==> src/rtl/sbox_pkg.sv <==
// Shared types, basis-change matrices and GF(2^8) helpers for the byte-serial SubBytes engine.
package sbox_pkg;

  localparam int unsigned NBYTES = 16;
  localparam int unsigned BLK_W  = 8 * NBYTES;
  localparam int unsigned IDX_W  = 4;

  typedef enum logic [1:0] {
    IDLE = 2'd0,
    RUN  = 2'd1,
    DONE = 2'd2
  } state_t;

  // Row i of a matrix is the mask of input bits XORed into output bit i.
  typedef logic [7:0][7:0] mat8_t;

  localparam logic [7:0] AFF_C = 8'h63;

  localparam mat8_t FWD_IN  = {8'h80, 8'h40, 8'h20, 8'h10, 8'h08, 8'h04, 8'h02, 8'h01};
  localparam mat8_t INV_IN  = {8'h52, 8'h29, 8'h94, 8'h4A, 8'h25, 8'h92, 8'h49, 8'hA4};
  localparam mat8_t FWD_OUT = {8'hF8, 8'h7C, 8'h3E, 8'h1F, 8'h8F, 8'hC7, 8'hE3, 8'hF1};
  localparam mat8_t INV_OUT = {8'h80, 8'h40, 8'h20, 8'h10, 8'h08, 8'h04, 8'h02, 8'h01};

  function automatic logic [7:0] mat_mul(input mat8_t m, input logic [7:0] x);
    logic [7:0] y;
    for (int i = 0; i < 8; i++) begin
      y[i] = ^(m[i] & x);
    end
    return y;
  endfunction

  function automatic logic [7:0] gf_mul(input logic [7:0] a, input logic [7:0] b);
    logic [7:0] p;
    logic [7:0] x;
    p = 8'h00;
    x = a;
    for (int i = 0; i < 8; i++) begin
      if (b[i]) p = p ^ x;
      x = {x[6:0], 1'b0} ^ (x[7] ? 8'h1B : 8'h00);
    end
    return p;
  endfunction

  // x^254 = x^-1 for x != 0, and maps 0 to 0 as SubBytes requires.
  function automatic logic [7:0] gf_inv(input logic [7:0] x);
    logic [7:0] sq;
    logic [7:0] acc;
    sq  = x;
    acc = 8'h01;
    for (int k = 1; k < 8; k++) begin
      sq  = gf_mul(sq, sq);
      acc = gf_mul(acc, sq);
    end
    return acc;
  endfunction

endpackage

==> src/rtl/subbytes_serial_sbox_pipe2.sv <==
// Two-stage S-box byte datapath: stage A registers the input map, stage B inverts and maps out.
// Stage B's register is the caller's result buffer, so the stage B outputs here are its D side.
module sbox_pipe2
  import sbox_pkg::*;
(
  input  logic             clk,
  input  logic             rst_n,
  input  logic [7:0]       in_byte,
  input  logic [IDX_W-1:0] in_idx,
  input  logic             in_vld,
  input  logic             mode,
  output logic [7:0]       out_byte,
  output logic [IDX_W-1:0] out_idx,
  output logic             out_vld
);

  logic [7:0]       a_byte_q, a_byte_d;
  logic [IDX_W-1:0] a_idx_q, a_idx_d;
  logic             a_vld_q, a_vld_d;
  logic             a_mode_q, a_mode_d;
  logic [7:0]       b_inv;

  // Stage A: inverse mode strips the affine step before the shared inversion.
  always_comb begin
    a_vld_d  = in_vld;
    a_idx_d  = in_idx;
    a_mode_d = mode;
    a_byte_d = mode ? mat_mul(INV_IN, in_byte ^ AFF_C) : mat_mul(FWD_IN, in_byte);
  end

  always_ff @(posedge clk or negedge rst_n) begin
    if (!rst_n) begin
      a_byte_q <= 8'h00;
      a_idx_q  <= '0;
      a_vld_q  <= 1'b0;
      a_mode_q <= 1'b0;
    end else begin
      a_byte_q <= a_byte_d;
      a_idx_q  <= a_idx_d;
      a_vld_q  <= a_vld_d;
      a_mode_q <= a_mode_d;
    end
  end

  // Stage B: forward mode applies the affine step after inversion.
  always_comb begin
    b_inv    = gf_inv(a_byte_q);
    out_byte = a_mode_q ? mat_mul(INV_OUT, b_inv) : (mat_mul(FWD_OUT, b_inv) ^ AFF_C);
    out_idx  = a_idx_q;
    out_vld  = a_vld_q;
  end

endmodule

==> src/rtl/subbytes_serial.sv <==
// Byte-serial SubBytes engine: accepts a 128-bit state, substitutes one byte per cycle,
// and presents the reassembled block over a valid/ready handshake.
module subbytes_serial
  import sbox_pkg::*;
(
  input  logic             clk,
  input  logic             rst_n,
  input  logic             in_valid,
  output logic             in_ready,
  input  logic [BLK_W-1:0] in_data,
  input  logic             in_dec,
  output logic             out_valid,
  input  logic             out_ready,
  output logic [BLK_W-1:0] out_data
);

  state_t             state_q, state_d;
  logic [IDX_W:0]     issue_cnt_q, issue_cnt_d;
  logic [BLK_W-1:0]   src_q, src_d;
  logic [BLK_W-1:0]   result_q, result_d;
  logic               mode_q, mode_d;

  logic               issue_vld;
  logic [IDX_W-1:0]   issue_idx;
  logic [7:0]         issue_byte;
  logic [7:0]         wb_byte;
  logic [IDX_W-1:0]   wb_idx;
  logic               wb_vld;

  sbox_pipe2 u_pipe (
    .clk      (clk),
    .rst_n    (rst_n),
    .in_byte  (issue_byte),
    .in_idx   (issue_idx),
    .in_vld   (issue_vld),
    .mode     (mode_q),
    .out_byte (wb_byte),
    .out_idx  (wb_idx),
    .out_vld  (wb_vld)
  );

  // Issue, writeback and handshake control.
  always_comb begin
    state_d     = state_q;
    issue_cnt_d = issue_cnt_q;
    src_d       = src_q;
    mode_d      = mode_q;
    result_d    = result_q;
    issue_idx   = issue_cnt_q[IDX_W-1:0];
    issue_vld   = (state_q == RUN) && !issue_cnt_q[IDX_W];
    issue_byte  = src_q[{issue_idx, 3'b000} +: 8];

    if (issue_vld) issue_cnt_d = issue_cnt_q + (IDX_W+1)'(1);
    if (wb_vld) result_d[{wb_idx, 3'b000} +: 8] = wb_byte;

    case (state_q)
      IDLE: begin
        if (in_valid) begin
          src_d       = in_data;
          mode_d      = in_dec;
          issue_cnt_d = '0;
          state_d     = RUN;
        end
      end
      RUN: begin
        if (wb_vld && (wb_idx == IDX_W'(NBYTES - 1))) state_d = DONE;
      end
      DONE: begin
        if (out_ready) state_d = IDLE;
      end
      default: state_d = IDLE;
    endcase
  end

  always_ff @(posedge clk or negedge rst_n) begin
    if (!rst_n) begin
      state_q     <= IDLE;
      issue_cnt_q <= '0;
      src_q       <= '0;
      result_q    <= '0;
      mode_q      <= 1'b0;
    end else begin
      state_q     <= state_d;
      issue_cnt_q <= issue_cnt_d;
      src_q       <= src_d;
      result_q    <= result_d;
      mode_q      <= mode_d;
    end
  end

  assign in_ready  = (state_q == IDLE);
  assign out_valid = (state_q == DONE);
  assign out_data  = result_q;

endmodule

==> config.mk <==
export PLATFORM = sky130hd
export DESIGN_NAME = subbytes_serial
export DESIGN_NICKNAME = d
export VERILOG_FILES = /design/src/rtl/sbox_pkg.sv /design/src/rtl/subbytes_serial_sbox_pipe2.sv /design/src/rtl/subbytes_serial.sv
export SDC_FILE = /design/constraint.sdc
export NUM_CORES = 1
export LEC_CHECK = 0
export CAP_MARGIN = 20
export CORE_UTILIZATION = 40
export DETAILED_ROUTE_END_ITERATION = 6
export SLEW_MARGIN = 20
export SYNTH_ARGS = -nofsm -noshare
export SYNTH_HDL_FRONTEND = slang
export SYNTH_SLANG_ARGS = --single-unit
export TNS_END_PERCENT = 5
==> constraint.sdc <==
create_clock -name clk -period 14.47 [get_ports clk]
set_clock_uncertainty 0.2 [all_clocks]
set_input_delay 2.894 -clock clk [delete_from_list [all_inputs] [get_ports clk]]
set_output_delay 2.894 -clock clk [all_outputs]
set_load 0.01 [all_outputs]
# == Word level (Yosys, flattened, before mapping) ==
# Cells that the tools add are included.
# word_totals
register_bits,278
latchBits,0
mem_bits_rw,0
rom_bits,0
output_inout_bits,130
wordCells,462
memories,0
# classes
add_sub_neg,2
multipliers,0
div,0
order_cmp,0
eq_ne,6
shift,3
n_mux,213
n_bitwise,191
n_reduce_logical,38
# op_table
op,count
XOR 8 bit,182
2-to-1 mux 8 bit,107
2-to-1 mux 5 bit,95
XOR reduction 8 bit,32
bitwise mux 128 bit,1
"variable shift 8 x 9 -> 128 bit, first input constant",1
indexed part select 128 x 8 -> 8 bit,1
indexed part select 8 x 9 -> 128 bit,1
negator 7 -> 9 bit,1
2-to-1 mux 2 bit,4
NOT 4 bit,2
2-to-1 mux 7 bit,1
"NOT 1 bit, first input constant",7
2-to-1 mux 6 bit,1
case mux 2 bit (3 select lines),1
"adder 5 x 1 -> 5 bit, second input constant",1
"equality test 4 bit, second input constant",1
2-to-1 mux 4 bit,1
"inequality test 2 x 1 -> 1 bit, second input constant",2
2-to-1 mux 3 bit,1
AND reduction 3 bit,1
"equality test 2 x 1 -> 1 bit, second input constant",1
"equality test 2 bit, second input constant",1
logical AND 1 bit,2
5 further kinds,5

# == Logic depth before layout (Yosys ltp) ==
# logic_depth
depth_word,132
mapped_depth,66

# == Modules after synthesis ==
# A second synthesis with hierarchy kept.
# unflattened
cells_unflattened,2816
area_unflattened_um2,27443.8
# by_module_without_submodules
module,instances,cells_per_inst,area_each_um2,seq_area_each_um2
sbox_pipe2,1,1994,16045.4,350.3
subbytes_serial,1,822,11398.4,6606.3

# == Worst setup path after synthesis ==
# No wires, ideal clock.
# synth_path
path_kind,register to register
startpoint,register u_pipe.a_byte_q[6]
endpoint,"register result_q[97], in the netlist out_data[97]"
arrival_time_ns,14.561
path_slack_ns,-0.421
stages_incl_launch_ff,58
path_buffers,11
period_less_slack_ns,14.891
cell_sequence,dfrtp_1 -> buf_4 -> buf_6 -> xor2_1 -> xor2_2 -> inv_2 -> buf_1 -> ha_1 -> clkbuf_1 -> clkbuf_1 -> mux2i_1 -> xnor3_1 -> buf_4 -> ha_1 -> clkbuf_1 -> nand2_1 -> xor2_1 -> xnor2_1 -> [... 22 more ...] -> xnor3_1 -> xnor2_1 -> o21ai_0 -> a22o_1 -> xnor3_1 -> xnor2_1 -> inv_1 -> xnor2_1 -> nor2_1 -> o221a_2 -> xnor3_1 -> xnor2_2 -> xor2_2 -> xor3_1 -> nor2_2 -> xor2_2 -> buf_4 -> o21ai_1
# synth_via
elab_chain_len,129
elab_cells_between_ends,401
classes_between,shift: 1; mux: 201; bitwise: 183; reduce/logical: 16
# synth_rtl
element,line_no,text
from (decl),subbytes_serial_sbox_pipe2.sv:17,"logic [7:0] a_byte_q, a_byte_d;"
from (signal assigned),subbytes_serial_sbox_pipe2.sv:38,a_byte_q <= a_byte_d;
XOR 8 bit,sbox_pkg.sv:39,"x = {x[6:0], 1'b0} ^ (x[7] ? 8'h1B : 8'h00);"
XOR 8 bit,sbox_pkg.sv:38,if (b[i]) p = p ^ x;
2-to-1 mux 8 bit,sbox_pkg.sv:38,
XOR 8 bit,sbox_pkg.sv:38,
2-to-1 mux 8 bit,sbox_pkg.sv:38,
XOR 8 bit,sbox_pkg.sv:38,
2-to-1 mux 8 bit,sbox_pkg.sv:38,
XOR 8 bit,sbox_pkg.sv:38,
[... 113 more ...],n/a,
2-to-1 mux 8 bit,sbox_pkg.sv:38,
XOR 8 bit,sbox_pkg.sv:38,
2-to-1 mux 8 bit (*),sbox_pkg.sv:38,
XOR reduction 8 bit,sbox_pkg.sv:27,y[i] = ^(m[i] & x);
NOT 4 bit (no line),n/a,
2-to-1 mux 8 bit (*),subbytes_serial_sbox_pipe2.sv:48,"out_byte = a_mode_q ? mat_mul(INV_OUT, b_inv) : (mat_mul(FWD_OUT, b_inv) ^ AFF_C);"
indexed part select 8 x 9 -> 128 bit (*),subbytes_serial.sv:54,"if (wb_vld) result_d[{wb_idx, 3'b000} +: 8] = wb_byte;"
bitwise mux 128 bit (*),subbytes_serial.sv:54,
to (signal assigned),subbytes_serial.sv:86,result_q <= result_d;
to (decl),subbytes_serial.sv:20,"logic [BLK_W-1:0] result_q, result_d;"
# Mark *: on every way between the ends. The rest lies on a longest branch, timed or not.
# A chain may end at the register's enable or synchronous reset.

# == Worst setup path in the final report ==
# layout_path
startpoint,register u_pipe.a_byte_q[0]
endpoint,"register result_q[92], in the netlist out_data[92]"
# layout_via
elab_chain_len,129
elab_cells_between_ends,398
classes_between,shift: 1; mux: 198; bitwise: 183; reduce/logical: 16
# layout_rtl
element,line_no
2-to-1 mux 8 bit,sbox_pkg.sv:38
XOR 8 bit,sbox_pkg.sv:38
2-to-1 mux 8 bit,sbox_pkg.sv:38
XOR 8 bit,sbox_pkg.sv:38
2-to-1 mux 8 bit,sbox_pkg.sv:38
XOR 8 bit,sbox_pkg.sv:38
2-to-1 mux 8 bit,sbox_pkg.sv:38
XOR 8 bit,sbox_pkg.sv:38
[... 113 more ...],n/a
2-to-1 mux 8 bit,sbox_pkg.sv:38
XOR 8 bit,sbox_pkg.sv:38
2-to-1 mux 8 bit (*),sbox_pkg.sv:38
XOR reduction 8 bit,sbox_pkg.sv:27
NOT 4 bit (no line),n/a
2-to-1 mux 8 bit (*),subbytes_serial_sbox_pipe2.sv:48
indexed part select 8 x 9 -> 128 bit (*),subbytes_serial.sv:54
bitwise mux 128 bit (*),subbytes_serial.sv:54
# Marks and branches as above.

==> results.json <==
{
  "synth_area_leaders": "dfrtp_1, xnor2_1, xnor3_1",
  "ys_types": 105,
  "worst-slew-pin-transition_ps": 1092,
  "fin_nets": 3659,
  "crit_top_cell": "xnor3_2",
  "crit_arrival_ps": 14320,
  "die_w_microns": 264.4,
  "grt_pass1_vias": 24950,
  "timing.final.crit_share_pct": 97.30,
  "clock_latency_ps": 570,
  "grt_max_degree": 164,
  "cts_tree": "built",
  "drt_iter0_drc": 1908,
  "cp-end-kind": "flop",
  "clk_pin_slew_ps": 70,
  "antenna_found_initial": 15,
  "synth-main-ff-cell": "dfrtp_1",
  "relSlewSlack_pct": 26.66,
  "cts_hold_buffers": 0,
  "status": "completed",
  "min_path_type": "flop to flop",
  "areaGrowthSynthToFinish_pct": 29.62,
  "yosysMostFrequentCell": "nand2_1",
  "design.core.area_sq_um": 67630,
  "seq_area_frac_synth_pct": 25.27,
  "synth_largest_area_cell": "dfrtp_1",
  "yosys_warnings": 0,
  "globalplace.congestion": 0.9659,
  "synth_area_sq_um": 27530,
  "die_h_microns": 264.4,
  "hpwl_mm": 71.16,
  "synth_edf_count": 0,
  "crit_path_max_fanout": 16,
  "reg2reg_depth": 57,
  "first_pass_iters": 6,
  "wl_per_cell_microns": 21.88,
  "fin_crit_ps": 14080,
  "n_fill_cell": 6027,
  "wirelength_mm": 96.43,
  "crit_start": "u_pipe.a_byte_q[0]",
  "layout-drive-gt1-share_pct": 26.12,
  "synth_top_area_share_pct": 25.27,
  "postRouteAntennaNets": 0,
  "clkSinkCount": 278,
  "timing.setup.tns_ps": 0,
  "fmax_mhz": 71.03,
  "dr_total_vias": 25400,
  "cts_buffer_depth": 3,
  "cts_root_buf": "clkbuf_16",
  "r2r_start": "u_pipe.a_byte_q[0]",
  "post_drt_via_cell_ratio": 5.762,
  "syn_nets": 3205,
  "initial_core_util_pct": 40.71,
  "path_class": "flop to flop",
  "htree_num_levels": 1,
  "startpoint_type": "flop",
  "drc": 0,
  "max_stage_delay_ps": 490,
  "final_hold_viol_count": 0,
  "cp.required_ps": 14710,
  "rows": 95,
  "grt_pass1_wl_mm": 148.3,
  "portBuffers": 262,
  "drv_cap": 0,
  "crit_path_end": "out_data[92]",
  "cts_buffers": 26,
  "crit_slowest_cell": "xnor3_2",
  "place_ws_ps": -546.2,
  "syn_avg_cell_area_sq_um": 8.998,
  "dieArea_sq_um": 69880,
  "ys_ff_latch": 278,
  "async_flop_share_pct": 100.0,
  "pin_count": 263,
  "hold_path.startpoint": "out_data[37]",
  "synth_top_cells_by_count": "nand2_1, xnor2_1, nor2_1, dfrtp_1, o21ai_0",
  "rrSetupSlack_ps": 390,
  "r2r_end": "out_data[92]",
  "grt_overflow_total": 0,
  "slew_violations": 0,
  "netlist_instances": 3060,
  "setup_viol": 0,
  "worst_slack_ps": 391.2,
  "grt_usage_pct": 26.79
}
-- critical path: cells and delay by family, from the launching register on --
kind | cells | cell delay (ps)
AND/OR/NAND/NOR | 7 | 1180
multiplexers | 1 | 380
AO/OA/AOI/OAI | 9 | 1560
adder cells (fa/ha/maj) | 1 | 290
flip-flops | 1 | 410
buffers and inverters | 12 | 2180
XOR/XNOR | 27 | 7750
-- cells by family (layout without fill, tap and decap cells) --
group	after synthesis	after routing	share of synthesized area, %
other cells	0	5	0
buf+inv	233	703	3.645
flops	278	278	25.27
compound gates	667	667	15.53
simple gates	1022	1022	16.44
mux	236	236	11.11
fa+ha+maj	12	12	0.5453
xor+xnor	612	612	27.47
-- cells in the final DEF (no fill, tap or decap), types with 17 or more instances in the layout --
cell type	Yosys	layout
buf_12	0	17
xnor3_2	13	42
o21ai_1	89	93
mux4_2	41	41
a211oi_1	38	30
clkdlybuf4s50_1	0	261
clkbuf_16	0	28
mux2_2	143	144
nand3_1	68	67
inv_1	19	19
o22ai_1	35	32
dfrtp_1	278	273
nand4_1	19	19
nand2_1	400	398
a21oi_1	134	130
nor3_1	63	55
nor2_1	316	307
mux2i_1	49	45
o211ai_1	36	36
xor2_1	90	78
o21ai_0	144	136
xnor2_1	349	279
nand2b_1	26	26
xnor2_4	8	23
buf_4	13	336
xnor2_2	36	91
xnor3_1	87	58
-- metal layers --
| layer | GRT usage [%] | part of all wire, % | vias up |
|---|---|---|---|
| met5 | 0 | 0.096 | - |
| met4 | 7.150 | 2.5 | 14 |
| met3 | 6.391 | 9.1 | 164 |
| met2 | 42.18 | 46 | 1048 |
| met1 | 36.75 | 43 | 12430 |
| li1 | - | - | 11740 |
-- layout make-up --
class | count | area [sq um] | area share, %
tap | 873 | 1092 | 3.061
sequential | 278 | 6963 | 19.51
clock buffer | 35 | 724.4 | 2.030
inverter | 26 | 97.59 | 0.2735
antenna | 5 | 12.51 | 0.03506
clock inverter | 9 | 103.9 | 0.2910
timing repair buffer | 633 | 5720 | 16.03
multi-input combinational | 2549 | 20970 | 58.77
-- sequential cells by signal, summed over array words and instances (netlist names) --
register,count
u_pipe.out_idx,4
u_pipe.out_vld,1
src_q,128
mode_q,1
u_pipe.a_mode_q,1
state_q,2
out_data,128
issue_cnt_q,5
u_pipe.a_byte_q,8
-- repair_timing --
action,4_1_cts,5_1_grt
buffers inserted,27,74
pin swaps,23,106
resized for setup,50,198
cloned,0,1
endpoints found under the setup margin,128,128
-- how the worst min path moves through the flow --
stage	to	slack [ps]	cells after the start
CTS	out_data[37]	290	2
global route	out_data[106]	310	2
global placement	out_data[76]	260	2
finish	out_data[37]	280	2
floorplan	u_pipe.out_idx[3]	150	0
detailed placement	out_data[37]	270	2
-- metrics by stage --
stage | hold WS, ps | instances | utilization, % | cell area (sq um)
2_1_floorplan | 151.9 | 3060 | - | 27580
3_3_place_gp | 263.6 | 4257 | 48.35 | 32700
3_5_place_dp | 272.1 | 4257 | 48.35 | 32700
4_1_cts | 286.8 | 4328 | 50.35 | 34050
5_1_grt | 307.7 | 4404 | 52.75 | 35680
6_report | 284.9 | 4408 | 52.77 | 35690
Power is not shown: default switching activity piles up to over one toggle a cycle in this logic, so the estimate is an artifact.
